### src/rtl/disk_seq_driver_32bit_pkg.sv
// rtl/disk_seq_driver_32bit_pkg.sv - shared types and constants for the disk point sequencer
package disk_seq_driver_32bit_pkg;

   typedef enum logic [1:0] {
      S_IDLE  = 2'd0,
      S_ISSUE = 2'd1,
      S_WAIT  = 2'd2,
      S_NEXT  = 2'd3
   } seq_state_t;

   typedef struct packed {
      logic [31:0] x;
      logic [31:0] y;
      logic [31:0] k;
      logic        last;
   } point_entry_t;

   localparam int          ENTRY_W = 97;
   localparam logic [31:0] FP_ONE  = 32'h0001_0000;

endpackage

### src/rtl/disk_seq_driver_32bit_disk_point_fifo.sv
// rtl/disk_seq_driver_32bit_disk_point_fifo.sv - first-word-fall-through point FIFO
module disk_point_fifo
   import disk_seq_driver_32bit_pkg::*;
#(
   parameter int DEPTH = 4
) (
   input  logic               clk,
   input  logic               rst,
   input  logic               i_push,
   input  logic [ENTRY_W-1:0] i_data,
   input  logic               i_pop,
   output logic               o_full,
   output logic               o_empty,
   output logic [ENTRY_W-1:0] o_head
);

   localparam int AW = $clog2(DEPTH);

   logic [ENTRY_W-1:0] r_mem [DEPTH];
   logic [AW:0]        r_wr_ptr;
   logic [AW:0]        r_rd_ptr;
   logic               w_wr_en;
   logic               w_rd_en;

   assign w_wr_en = i_push && !o_full;
   assign w_rd_en = i_pop && !o_empty;

   // Extra pointer bit distinguishes full from empty when the indices match.
   assign o_empty = (r_wr_ptr == r_rd_ptr);
   assign o_full  = (r_wr_ptr[AW] != r_rd_ptr[AW]) &&
                    (r_wr_ptr[AW-1:0] == r_rd_ptr[AW-1:0]);

   // Head reads as zero when empty so stale entries never leak onto the outputs.
   assign o_head = o_empty ? '0 : r_mem[r_rd_ptr[AW-1:0]];

   // Storage array; no reset needed because the head is masked while empty.
   always_ff @(posedge clk) begin
      if (w_wr_en) begin
         r_mem[r_wr_ptr[AW-1:0]] <= i_data;
      end
   end

   // Pointer update; push and pop in the same cycle leave occupancy unchanged.
   always_ff @(posedge clk or posedge rst) begin
      if (rst) begin
         r_wr_ptr <= '0;
         r_rd_ptr <= '0;
      end else begin
         if (w_wr_en) r_wr_ptr <= r_wr_ptr + 1'b1;
         if (w_rd_en) r_rd_ptr <= r_rd_ptr + 1'b1;
      end
   end

endmodule

### src/rtl/disk_seq_driver_32bit.sv
// rtl/disk_seq_driver_32bit.sv - sequences k indices through the disk generator; optional watchdog via DISK_SEQ_TIMEOUT_EN
module disk_seq_driver_32bit
   import disk_seq_driver_32bit_pkg::*;
#(
   parameter int FIFO_DEPTH     = 4,
   parameter int TIMEOUT_CYCLES = 1024
) (
   input  logic        clk,
   input  logic        rst,
   input  logic        cfg_start,
   input  logic [31:0] cfg_k_start,
   input  logic [31:0] cfg_count,
   input  logic [1:0]  cfg_base_sel0,
   input  logic [1:0]  cfg_base_sel1,
   output logic        busy,
   output logic        seq_done,
   output logic        err,
   output logic        gen_start,
   output logic [31:0] gen_k,
   output logic [1:0]  gen_base_sel0,
   output logic [1:0]  gen_base_sel1,
   input  logic        gen_ready,
   input  logic        gen_done,
   input  logic [31:0] gen_x,
   input  logic [31:0] gen_y,
   output logic        out_valid,
   input  logic        out_ready,
   output logic [31:0] out_x,
   output logic [31:0] out_y,
   output logic [31:0] out_k,
   output logic        out_last
);

   seq_state_t   r_state;
   seq_state_t   w_next_state;
   logic [31:0]  r_k;
   logic [31:0]  r_remaining;
   logic [1:0]   r_sel0;
   logic [1:0]   r_sel1;
   logic         r_seq_done;
   logic         w_issue;
   logic         w_push;
   logic         w_pop;
   logic         w_full;
   logic         w_empty;
   logic         w_timeout_hit;
   logic         w_zero_start;
   point_entry_t w_push_entry;
   point_entry_t w_head;

   assign w_zero_start = (r_state == S_IDLE) && cfg_start && (cfg_count == 32'd0);

`ifdef DISK_SEQ_TIMEOUT_EN
   localparam int TW = $clog2(TIMEOUT_CYCLES) + 1;

   logic [TW-1:0] r_wait_cnt;
   logic          r_err;

   // Counts elapsed cycles since the start pulse; loaded as the point is issued.
   always_ff @(posedge clk or posedge rst) begin
      if (rst) begin
         r_wait_cnt <= '0;
      end else if (w_issue) begin
         r_wait_cnt <= TW'(1);
      end else if (r_state == S_WAIT) begin
         r_wait_cnt <= r_wait_cnt + TW'(1);
      end
   end

   assign w_timeout_hit = (r_state == S_WAIT) && !gen_done &&
                          (r_wait_cnt == TW'(TIMEOUT_CYCLES - 1));

   // Sticky timeout flag, cleared only by reset.
   always_ff @(posedge clk or posedge rst) begin
      if (rst) begin
         r_err <= 1'b0;
      end else if (w_timeout_hit) begin
         r_err <= 1'b1;
      end
   end

   assign err = r_err;
`else
   logic w_unused_timeout;

   assign w_unused_timeout = (TIMEOUT_CYCLES > 0);
   assign w_timeout_hit    = 1'b0;
   assign err              = 1'b0;
`endif

   // Next-state and per-cycle strobes; one generator operation in flight at most.
   always_comb begin
      w_next_state = r_state;
      w_issue      = 1'b0;
      w_push       = 1'b0;
      unique case (r_state)
         S_IDLE: begin
            if (cfg_start && (cfg_count != 32'd0)) w_next_state = S_ISSUE;
         end
         S_ISSUE: begin
            if (gen_ready && !w_full) begin
               w_issue      = 1'b1;
               w_next_state = S_WAIT;
            end
         end
         S_WAIT: begin
            if (gen_done) begin
               w_push       = 1'b1;
               w_next_state = S_NEXT;
            end else if (w_timeout_hit) begin
               w_next_state = S_IDLE;
            end
         end
         S_NEXT: begin
            w_next_state = (r_remaining == 32'd1) ? S_IDLE : S_ISSUE;
         end
         default: w_next_state = S_IDLE;
      endcase
   end

   // State register plus config latch, index advance and completion pulse.
   always_ff @(posedge clk or posedge rst) begin
      if (rst) begin
         r_state     <= S_IDLE;
         r_k         <= '0;
         r_remaining <= '0;
         r_sel0      <= '0;
         r_sel1      <= '0;
         r_seq_done  <= 1'b0;
      end else begin
         r_state    <= w_next_state;
         r_seq_done <= w_zero_start || w_timeout_hit ||
                       ((r_state == S_NEXT) && (r_remaining == 32'd1));
         if ((r_state == S_IDLE) && cfg_start) begin
            r_k         <= cfg_k_start;
            r_remaining <= cfg_count;
            r_sel0      <= cfg_base_sel0;
            r_sel1      <= cfg_base_sel1;
         end else if (r_state == S_NEXT) begin
            r_k         <= r_k + 32'd1;
            r_remaining <= r_remaining - 32'd1;
         end
      end
   end

   assign w_push_entry = '{x: gen_x, y: gen_y, k: r_k, last: (r_remaining == 32'd1)};
   assign w_pop        = out_valid && out_ready;

   disk_point_fifo #(
      .DEPTH (FIFO_DEPTH)
   ) u_fifo (
      .clk     (clk),
      .rst     (rst),
      .i_push  (w_push),
      .i_data  (w_push_entry),
      .i_pop   (w_pop),
      .o_full  (w_full),
      .o_empty (w_empty),
      .o_head  (w_head)
   );

   assign busy          = (r_state != S_IDLE);
   assign seq_done      = r_seq_done;
   assign gen_start     = w_issue;
   assign gen_k         = r_k;
   assign gen_base_sel0 = r_sel0;
   assign gen_base_sel1 = r_sel1;
   assign out_valid     = !w_empty;
   assign out_x         = w_head.x;
   assign out_y         = w_head.y;
   assign out_k         = w_head.k;
   assign out_last      = w_head.last;

endmodule

### config.mk
export PLATFORM = sky130hd
export DESIGN_NAME = disk_seq_driver_32bit
export DESIGN_NICKNAME = d
export VERILOG_FILES = /design/src/rtl/disk_seq_driver_32bit_pkg.sv /design/src/rtl/disk_seq_driver_32bit_disk_point_fifo.sv /design/src/rtl/disk_seq_driver_32bit.sv
export SDC_FILE = /design/constraint.sdc
export NUM_CORES = 1
export LEC_CHECK = 0
export ABC_AREA = 1
export BUFFER_PORTS_ARGS = -buffer_cell sky130_fd_sc_hd__buf_4
export CORE_ASPECT_RATIO = 2
export CORE_MARGIN = 2
export CORE_UTILIZATION = 55
export CTS_CLUSTER_SIZE = 10
export DETAILED_ROUTE_END_ITERATION = 12
export PLACE_DENSITY = 0.77
export SLEW_MARGIN = 20
export SYNTH_ARGS = -nofsm -noshare
export SYNTH_HDL_FRONTEND = slang
export SYNTH_SLANG_ARGS = --single-unit
### constraint.sdc
create_clock -name clk -period 6.7 [get_ports clk]
set_input_delay 1.34 -clock clk [delete_from_list [all_inputs] [get_ports clk]]
set_output_delay 1.34 -clock clk [all_outputs]
set_load 0.03 [all_outputs]
# Word level (Yosys, flattened, before mapping)
# Memories as Yosys holds them, arrays and structs flattened.
# Index checks and enable logic that the tools add are counted.
# op_classes
add_sub_neg	4
mul	0
div	0
order_cmp	0
n_eq_ne	10
shift	0
mux	16
n_bitwise	0
n_reduce_logical	18
# op_table
operator	n
$mux W32	4
$mux W97	1
$add A32 B1 Y32 const B	1
$eq A32 B1 Y1 const B	1
$logic_not A32 Y1	1
$reduce_bool A32 Y1	1
$sub A32 B1 Y32 const B	1
$logic_and A1 B1 Y1	9
$pmux W2 S4	1
$mux W1	7
$add A3 B1 Y3 const B	2
$mux W2	3
$eq A2 B2 Y1 const B	2
$ne A2 B2 Y1 const B	2
$reduce_bool A2 Y1	2
$eq A3 B3 Y1	1
$reduce_and A3 Y1	1
$eq A2 B1 Y1 const B	1
$eq A2 B2 Y1	1
$logic_not A1 Y1	2
$logic_not A2 Y1	1
$ne A2 B1 Y1 const B	1
$logic_or A1 B1 Y1	1
$ne A1 B1 Y1	1
# totals
register_bits	77
latchBits	0
ramBits	388
romBits	0
in_bits	138
out_inout_bits	138
wordCells	57
memories	1
# mem_list
name	words	word_bits	read_ports	rd_clocked_by_memory_dff	wr	line_no	rtl
u_fifo.r_mem	4	97	1	0	1	disk_seq_driver_32bit_disk_point_fifo.sv:19	logic [ENTRY_W-1:0] r_mem [DEPTH];

# Longest topological paths before layout
# Gate-level depths: netlist of run 1.
# logic_depth
depth_word	6
depth_mapped	11
depth_no_buf	11

# By module
# From an unflattened synthesis of run 1, not the netlist that was laid out.
# hier_totals
hier_cells	2098
area_unflattened_um2	21264.1
# by_module_without_submodules
mod	instances	cells_each	area_each_um2	seq_area_each_um2
disk_point_fifo	1	1304	15833.9	11801.3
disk_seq_driver_32bit	1	794	5430.2	1776.7

# Worst setup path after synthesis of run 1
# Ideal clock, no wire load.
# synth_path
kind	input port to flip-flop
start	input port gen_done
end	memory u_fifo.r_mem[0][0], enable pin
setup_ps	554
arrival_ps	5545
required_ps	6146
path_slack_ps	601
stages	2
n_path_buf	0
cell_sequence	nand3_2 nor2_1
# synth_between
elab_chain_len	5
# synth_lines
item	line_no	rtl
start, declared	disk_seq_driver_32bit.sv:23	input logic gen_done,
$mux W1	disk_seq_driver_32bit.sv:107	if (gen_done) begin
$mux W1	disk_seq_driver_32bit.sv:96	unique case (r_state)
$logic_and A1 B1 Y1	disk_seq_driver_32bit_disk_point_fifo.sv:25	assign w_wr_en = i_push && !o_full;
$mux W1	disk_seq_driver_32bit_disk_point_fifo.sv:38	if (w_wr_en) begin
$mux W1 (not written as such)	disk_seq_driver_32bit_disk_point_fifo.sv:39	r_mem[r_wr_ptr[AW-1:0]] <= i_data;
end, declared	disk_seq_driver_32bit_disk_point_fifo.sv:19	
# No other way between the ends.

# Worst setup path after layout of run 1
# layout_path
start	register u_fifo.r_rd_ptr[0]
end	output port out_y[3]
# layout_between
elab_chain_len	2
word_cells_on_any_way	3
cone_classes	1 x eq/ne; 1 x mux; 1 x memory
# layout_lines
item	line_no	rtl
start, declared	disk_seq_driver_32bit_disk_point_fifo.sv:21	logic [AW:0] r_rd_ptr;
start signal, assigned	disk_seq_driver_32bit_disk_point_fifo.sv:50	if (w_rd_en) r_rd_ptr <= r_rd_ptr + 1'b1;
$mem_v2 Z4 W97 / $eq A3 B3 Y1 (equally long branches)	--	
$mux W97 (*)	disk_seq_driver_32bit_disk_point_fifo.sv:34	assign o_head = o_empty ? '0 : r_mem[r_rd_ptr[AW-1:0]];
end, declared	disk_seq_driver_32bit.sv:29	output logic [31:0] out_y,
# Every way passes the cells marked *; elsewhere a longest branch is shown, timed or not.

==> reports/metrics.cfg, run 1 <==
[timing]
setup_violations=0
slew_violations=0
clock_skew_ns=0.0115
fin_crit_ns=4.86
rsz0062_at_grt=false
worst_slew_pin_slew_ns=1.07
fin_crit_sh=0.726
fmax_mhz=206
post-route-worst-setup-slack_ns=1.84
slew_headroom=0.289
final-hold-violation-count=0
fin_setup_tns_ns=0

[status]
status=finished, final reports clean

[synth]
ys.flop_type=edfxtp_1
ys_types=41
async_reset_ff_frac=0.166
yosysTopAreaCellShare=0.559
syn_avg_cell_area_sq_um=10.5
syn_area_sq_um=20900
synth_area_leaders=edfxtp_1, dfrtp_1, nor2_1
ys_seq_elements=465
synth_top_cell_by_area=edfxtp_1
ys_warn_count=0
syn_nets=2128
yosysSeqAreaShare=0.651
synth_edf_count=388
synth_cells=1977

[setup_path]
cp-end-kind=output pin
worstPathArrival_ns=3.52
ff2ff_path_depth=5
worstPathMaxFanout=100
worstSetupStartpointType=flip-flop
critical_path.top_delay_family=buffers and inverters
cp_common_cell=buf_4
startpoint=u_fifo.r_rd_ptr[0]$_DFFE_PP0P_
path_buf_inv=3
r2r-start=u_fifo.r_rd_ptr[0]$_DFFE_PP0P_
worstPathCellList=buf_4, nor2_1, o32ai_1, nand2_1, inv_1, buf_4
slowest_delay_ns=1.13
r2r_setup_slack_ns=2.98
crit_type=flip-flop to output pin
required_ns=5.36
slowest_stage=dfrtp_4
r2r_end=u_fifo.r_mem[1][21]$_DFFE_PP_

[global_routing]
gr-total-overflow=0
grt_pass1_vias=15699
gr-usage-all-layers=0.274
grt_pass1_wl_um=83500
grt_max_degree=115
antenna_found_initial=1

[route]
drt_pre_antenna_iters=7
wire_per_inst_um=20.4
totalWireLength_um=54800
drc=0
drt_iter0_drc=1016
via_per_inst=5.72
antenna_left=0
vias=15378

[floorplanning]
core-area_sq_um=37300
fp.dieH_um=279
num_rows=100
start_util=0.559
io_pins=276
floorplan.die_area_sq_um=39600
die_w_um=142

[clock_tree]
cts_resized=0
cts_tree=built
cts_max_path_buffers=3
numCtsBuffers=52
cts.sinks=465
h-tree-depth=2
clk_latency_ns=0.56
cts_root_buf=clkbuf_16
cts_setup_buffers=0
hold_buffers=0
cts.clk_slew.worst_paths_ns=0.06

[placement]
post-place-ws_ns=2.41
placement.io_buffers=274
place_congestion=0.984
hpwl_um=35900
place_inst=2604

[cells_and_area]
fillCellCount=2853
most-common-layout-cells=nor2_1, edfxtp_1, nand2_1
multi_input_area_sq_um=5870
final_cells=2690
fin_nets=2351
area_growth_pct=17.5
final-seq-area_sq_um=13600
drive_above_1_share=0.179
layout_commonest_cell=nor2_1

[pwr]
total_leakage_power_nw=9.89
total_power_w=0.0127
powerDensity_nw_per_um2=517
peakVddDrop_mv=0.312

[worst_hold_path]
hp-start=gen_base_sel1[1]$_DFFE_PP0P_
min_path_cells=2
worstHoldEndpoint=gen_base_sel1[1]$_DFFE_PP0P_
holdCritPathClass=flip-flop to flip-flop

[flow_run]
maxCapViolCount=0

[worst reg2reg max path, delay by kind of cell (launching register included)]
| kind | cells | cell delay, ns |
|---|---|---|
| buffers and inverters | 1 | 0.64 |
| AND/OR/NAND/NOR | 3 | 1.33 |
| XOR/XNOR | 1 | 0.23 |
| flip-flops | 1 | 1.13 |
[cells in the mapped netlist (2+ instances only)]
library cell / n
nor2_2: 6
a32o_1: 2
nor2_4: 2
nand2_2: 2
buf_6: 5
o31ai_1: 2
buf_1: 2
nor4_1: 2
inv_2: 25
edfxtp_1: 388
o22ai_1: 2
dfrtp_1: 77
nand4_1: 10
o32ai_1: 98
nand3_1: 68
xnor2_1: 5
a21oi_1: 9
clkbuf_1: 39
inv_1: 170
nor3_2: 3
o21bai_1: 15
a22o_1: 4
xor2_1: 35
o221ai_1: 4
o211ai_1: 15
nor3_1: 9
o21ai_0: 119
buf_2: 41
o21ai_1: 2
nand2_1: 350
ha_1: 13
nand3_2: 2
buf_4: 38
nor2_1: 406
[sequential cells by signal (all words and copies together), names as in the netlist]
name / cells
r_remaining: 32
gen_k: 32
gen_base_sel1: 2
u_fifo.r_rd_ptr: 3
u_fifo.r_mem: 388
gen_base_sel0: 2
r_state: 2
seq_done: 1
u_fifo.r_wr_ptr: 3
[power breakdown]
group	switching [W]	internal (W)
Sequential	0.000559	0.00369
Combinational	0.00398	0.00190
Clock	0.00105	0.00148
Total	0.00559	0.00707
[how the worst max path moves through the flow]
stage	endpoint	slack, ns	depth (start not counted)
after floorplan	u_fifo.r_mem[0][0]$_DFFE_PP_	0.60	2
after global placement	out_y[7]	2.51	6
after detailed placement	out_y[3]	2.41	6
after CTS	out_y[3]	1.80	6
after global routing	out_y[7]	1.64	6
final	out_y[3]	1.84	6
[cells by family after synthesis]
| kind of cell | after synthesis | synth area share |
|---|---|---|
| and+or+nand+nor | 863 | 0.165 |
| DFF | 465 | 0.651 |
| buffers and inverters | 320 | 0.0687 |
| AOI/OAI and AO/OA | 274 | 0.0895 |
| xor gates and xnor gates | 41 | 0.0176 |
| adders and majority gates | 13 | 0.00780 |
| other | 1 | 0.000180 |
[per-layer routing]
layer | wire length, um | track usage | vias to the layer above | share of wire
met5 | 0 | 0 | - | 0
met4 | 3180 | 0.161 | 0 | 0.058
met3 | 2720 | 0.0320 | 153 | 0.050
met2 | 29800 | 0.508 | 573 | 0.54
met1 | 19100 | 0.296 | 7511 | 0.35
li1 | - | - | 7141 | -
[per-stage QoR]
step | instance area [sq um] | hold WS [ns] | utilization
after detailed placement | 23000 | 0.471 | 0.616
after floorplan | 20900 | 0.463 | -
after CTS | 24500 | 0.486 | 0.656
final | 24500 | 0.484 | 0.657
after global placement | 23000 | 0.467 | 0.616
after global routing | 24500 | 0.523 | 0.657
[area by class of cell]
class / instances / share of cell area
Antenna cell: 1 / 0.000102
Sequential cell: 465 / 0.554
Multi-Input combinational cell: 1192 / 0.239
Clock buffer: 82 / 0.0598
Timing Repair Buffer: 294 / 0.0917
Inverter: 195 / 0.0301
Clock inverter: 2 / 0.000868
Tap cell: 459 / 0.0234
Note: power is estimated with default switching activity, not from simulation.
==> run 2, diff against run 1 <==
==> constraint.sdc (replaced) <==
create_clock -name clk -period 5 [get_ports clk]
set_input_delay 1 -clock clk [delete_from_list [all_inputs] [get_ports clk]]
set_output_delay 1 -clock clk [all_outputs]
set_load 0.03 [all_outputs]
==> run 2 against run 1 <==
  * Setup slack worse by 0.92 ns
  * Critical path depth stayed put
  * Die area stayed put
  * Flip-flop and latch count stayed put
  * Sequential power is 34% higher
  * Clock power is 32% higher
  * Via count is 0.12% higher
  * First-iteration DRC count is 5.3% higher
==> reports/metrics.cfg, run 2 (synthesis results as in run 1) <==
[pwr]
seq_power_share=0.338  ; +0.002
power.internal_w=0.00944  ; +33%
combPwrFrac=0.465  ; about the same
power_switching_w=0.00749  ; +34%
clkPwrFrac=0.197  ; -0.003
total_leakage_power_nw=9.89  ; about the same
peakVddDrop_mv=0.375  ; +20%
powerDensity_nw_per_um2=690  ; +34%
switching_share=0.442  ; +0.00109

[timing]
slew_violations=0  ; unchanged
worst_slew_pin_slew_ns=1.12  ; +0.0496 ns
fmax_mhz=245
rsz0062_at_grt=false
fin_setup_tns_ns=0  ; unchanged
fin_crit_sh=0.817
clock_skew_ns=0.0214  ; +0.00995 ns
setup_violations=0  ; unchanged
slew_headroom=0.256  ; -0.0330
fin_crit_ns=4.08
final-hold-violation-count=0  ; unchanged

[clock_tree]
cts_tree=built
cts_root_buf=clkbuf_16
clk_latency_ns=0.57  ; about the same
cts.clk_slew.worst_paths_ns=0.05  ; about the same
cts.sinks=465  ; unchanged
cts_resized=0  ; unchanged
hold_buffers=0  ; unchanged
cts_max_path_buffers=3  ; unchanged
cts_setup_buffers=0  ; unchanged
numCtsBuffers=52  ; unchanged
h-tree-depth=2  ; unchanged

[route]
drt_iter0_drc=1070  ; +5.3%
drt-met1-wl_um=18600  ; -2.7%
drt_pre_antenna_iters=8  ; +1
antenna_left=0  ; unchanged
via_per_inst=5.72  ; about the same
totalWireLength_um=54600  ; -0.40%
vias=15397  ; +0.12%
routed.top_layer=met4
met2WireLength_um=29600  ; -0.71%
wire_per_inst_um=20.3  ; -0.55%
drc=0  ; unchanged
wl_met3_um=2880  ; +5.7%

[setup_path]
cp-end-kind=output pin
crit_type=flip-flop to output pin
slowest_stage=dfrtp_4
worstPathCellList=xnor2_1, nand4_1, buf_4, nand2_1, inv_1, buf_4
slowest_delay_ns=1.13  ; about the same
r2r_setup_slack_ns=1.57  ; -1.41 ns
critical_path.top_delay_family=flip-flops
cp_common_cell=buf_4
worstPathArrival_ns=3.08  ; -0.44 ns
worstSetupStartpointType=flip-flop
worstPathMaxFanout=106  ; +6.0%
required_ns=4.00  ; -1.36 ns
path_buf_inv=3  ; unchanged

[cells_and_area]
multi_input_area_sq_um=5870  ; unchanged
largest_reg_flops=388  ; unchanged
layout_commonest_cell=nor2_1
fillCellCount=2843  ; -0.35%
final_cells=2694  ; +0.15%
final-seq-area_sq_um=13600  ; unchanged
fin_nets=2353  ; +0.085%
most-common-layout-cells=nor2_1, edfxtp_1, nand2_1
drive_above_1_share=0.179  ; -0.000240
area_growth_pct=17.5  ; about the same

[worst_hold_path]
holdCritPathClass=flip-flop to flip-flop

[status]
status=finished, final reports clean

[global_routing]
gr-usage-all-layers=0.272  ; -0.00160
grt_pass1_vias=15586  ; -0.72%
grt_max_degree=140  ; +22%
grt_pass1_wl_um=82300  ; -1.5%
gr-total-overflow=0  ; unchanged
antenna_found_initial=2  ; +1

[floorplanning]
floorplan.die_area_sq_um=39600  ; unchanged
num_rows=100  ; unchanged
start_util=0.559  ; unchanged
io_pins=276  ; unchanged
die_w_um=142  ; unchanged
fp.dieH_um=279  ; unchanged
core-area_sq_um=37300  ; unchanged

[placement]
hpwl_um=35900  ; +0.10%
place_congestion=1.03  ; +4.7%
placement.io_buffers=274  ; unchanged
place_inst=2607  ; +0.12%

[flow_run]
maxCapViolCount=0  ; unchanged

run 2: power groups by stage:
stage / clock [W] / combinational, W / sequential (W)
2_1_floorplan: 0 / 0.00554 / 0.00544
3_3_place_gp: 0 / 0.00773 / 0.00574
3_5_place_dp: 0 / 0.00788 / 0.00577
4_1_cts: 0.00340 / 0.00791 / 0.00570
5_1_grt: 0.00354 / 0.00848 / 0.00580
6_report: 0.00334 / 0.00787 / 0.00571
run 2: metrics by stage:
stage / total power (W) / hold WS, ns / setup WS (ns) / instance area, sq um / util
2_1_floorplan: 0.0110 / 0.463 / -0.759 / 20900 / -
3_3_place_gp: 0.0135 / 0.466 / 1.46 / 23000 / 0.618
3_5_place_dp: 0.0137 / 0.470 / 1.44 / 23000 / 0.618
4_1_cts: 0.0170 / 0.486 / 0.835 / 24500 / 0.657
5_1_grt: 0.0178 / 0.507 / 0.706 / 24500 / 0.657
6_report: 0.0169 / 0.486 / 0.915 / 24500 / 0.657
run 2: final timing paths:
check	cells after the start	startpoint	endpoint
max	6	u_fifo.r_rd_ptr[1]$_DFFE_PP0P_	out_k[2]
min reg2reg	2	gen_base_sel1[1]$_DFFE_PP0P_	gen_base_sel1[1]$_DFFE_PP0P_
min in group asynchronous	2	rst	gen_base_sel0[1]$_DFFE_PP0P_
min	2	gen_base_sel1[1]$_DFFE_PP0P_	gen_base_sel1[1]$_DFFE_PP0P_
max reg2reg	5	u_fifo.r_rd_ptr[1]$_DFFE_PP0P_	u_fifo.r_mem[2][5]$_DFFE_PP_
max in group asynchronous	3	rst	u_fifo.r_rd_ptr[1]$_DFFE_PP0P_
run 2: cell type report:
type,count,share of cell area
Antenna cell,2,0.000204
Clock buffer,82,0.0581
Clock inverter,3,0.00117
Inverter,195,0.0301
Multi-Input combinational cell,1192,0.239
Sequential cell,465,0.554
Tap cell,459,0.0234
Timing Repair Buffer,296,0.0932
run 2: worst min-delay path, delay by kind of cell, from the launching register on:
family / cells / cell delay [ns]
flip-flops: 1 / 0.34
AND/OR/NAND/NOR: 2 / 0.11
run 2: per-layer routing:
layer	global-route usage	vias up
met2	0.518	608
met3	0.0326	163
met5	0	-
li1	-	7136
met1	0.280	7490
met4	0.164	0
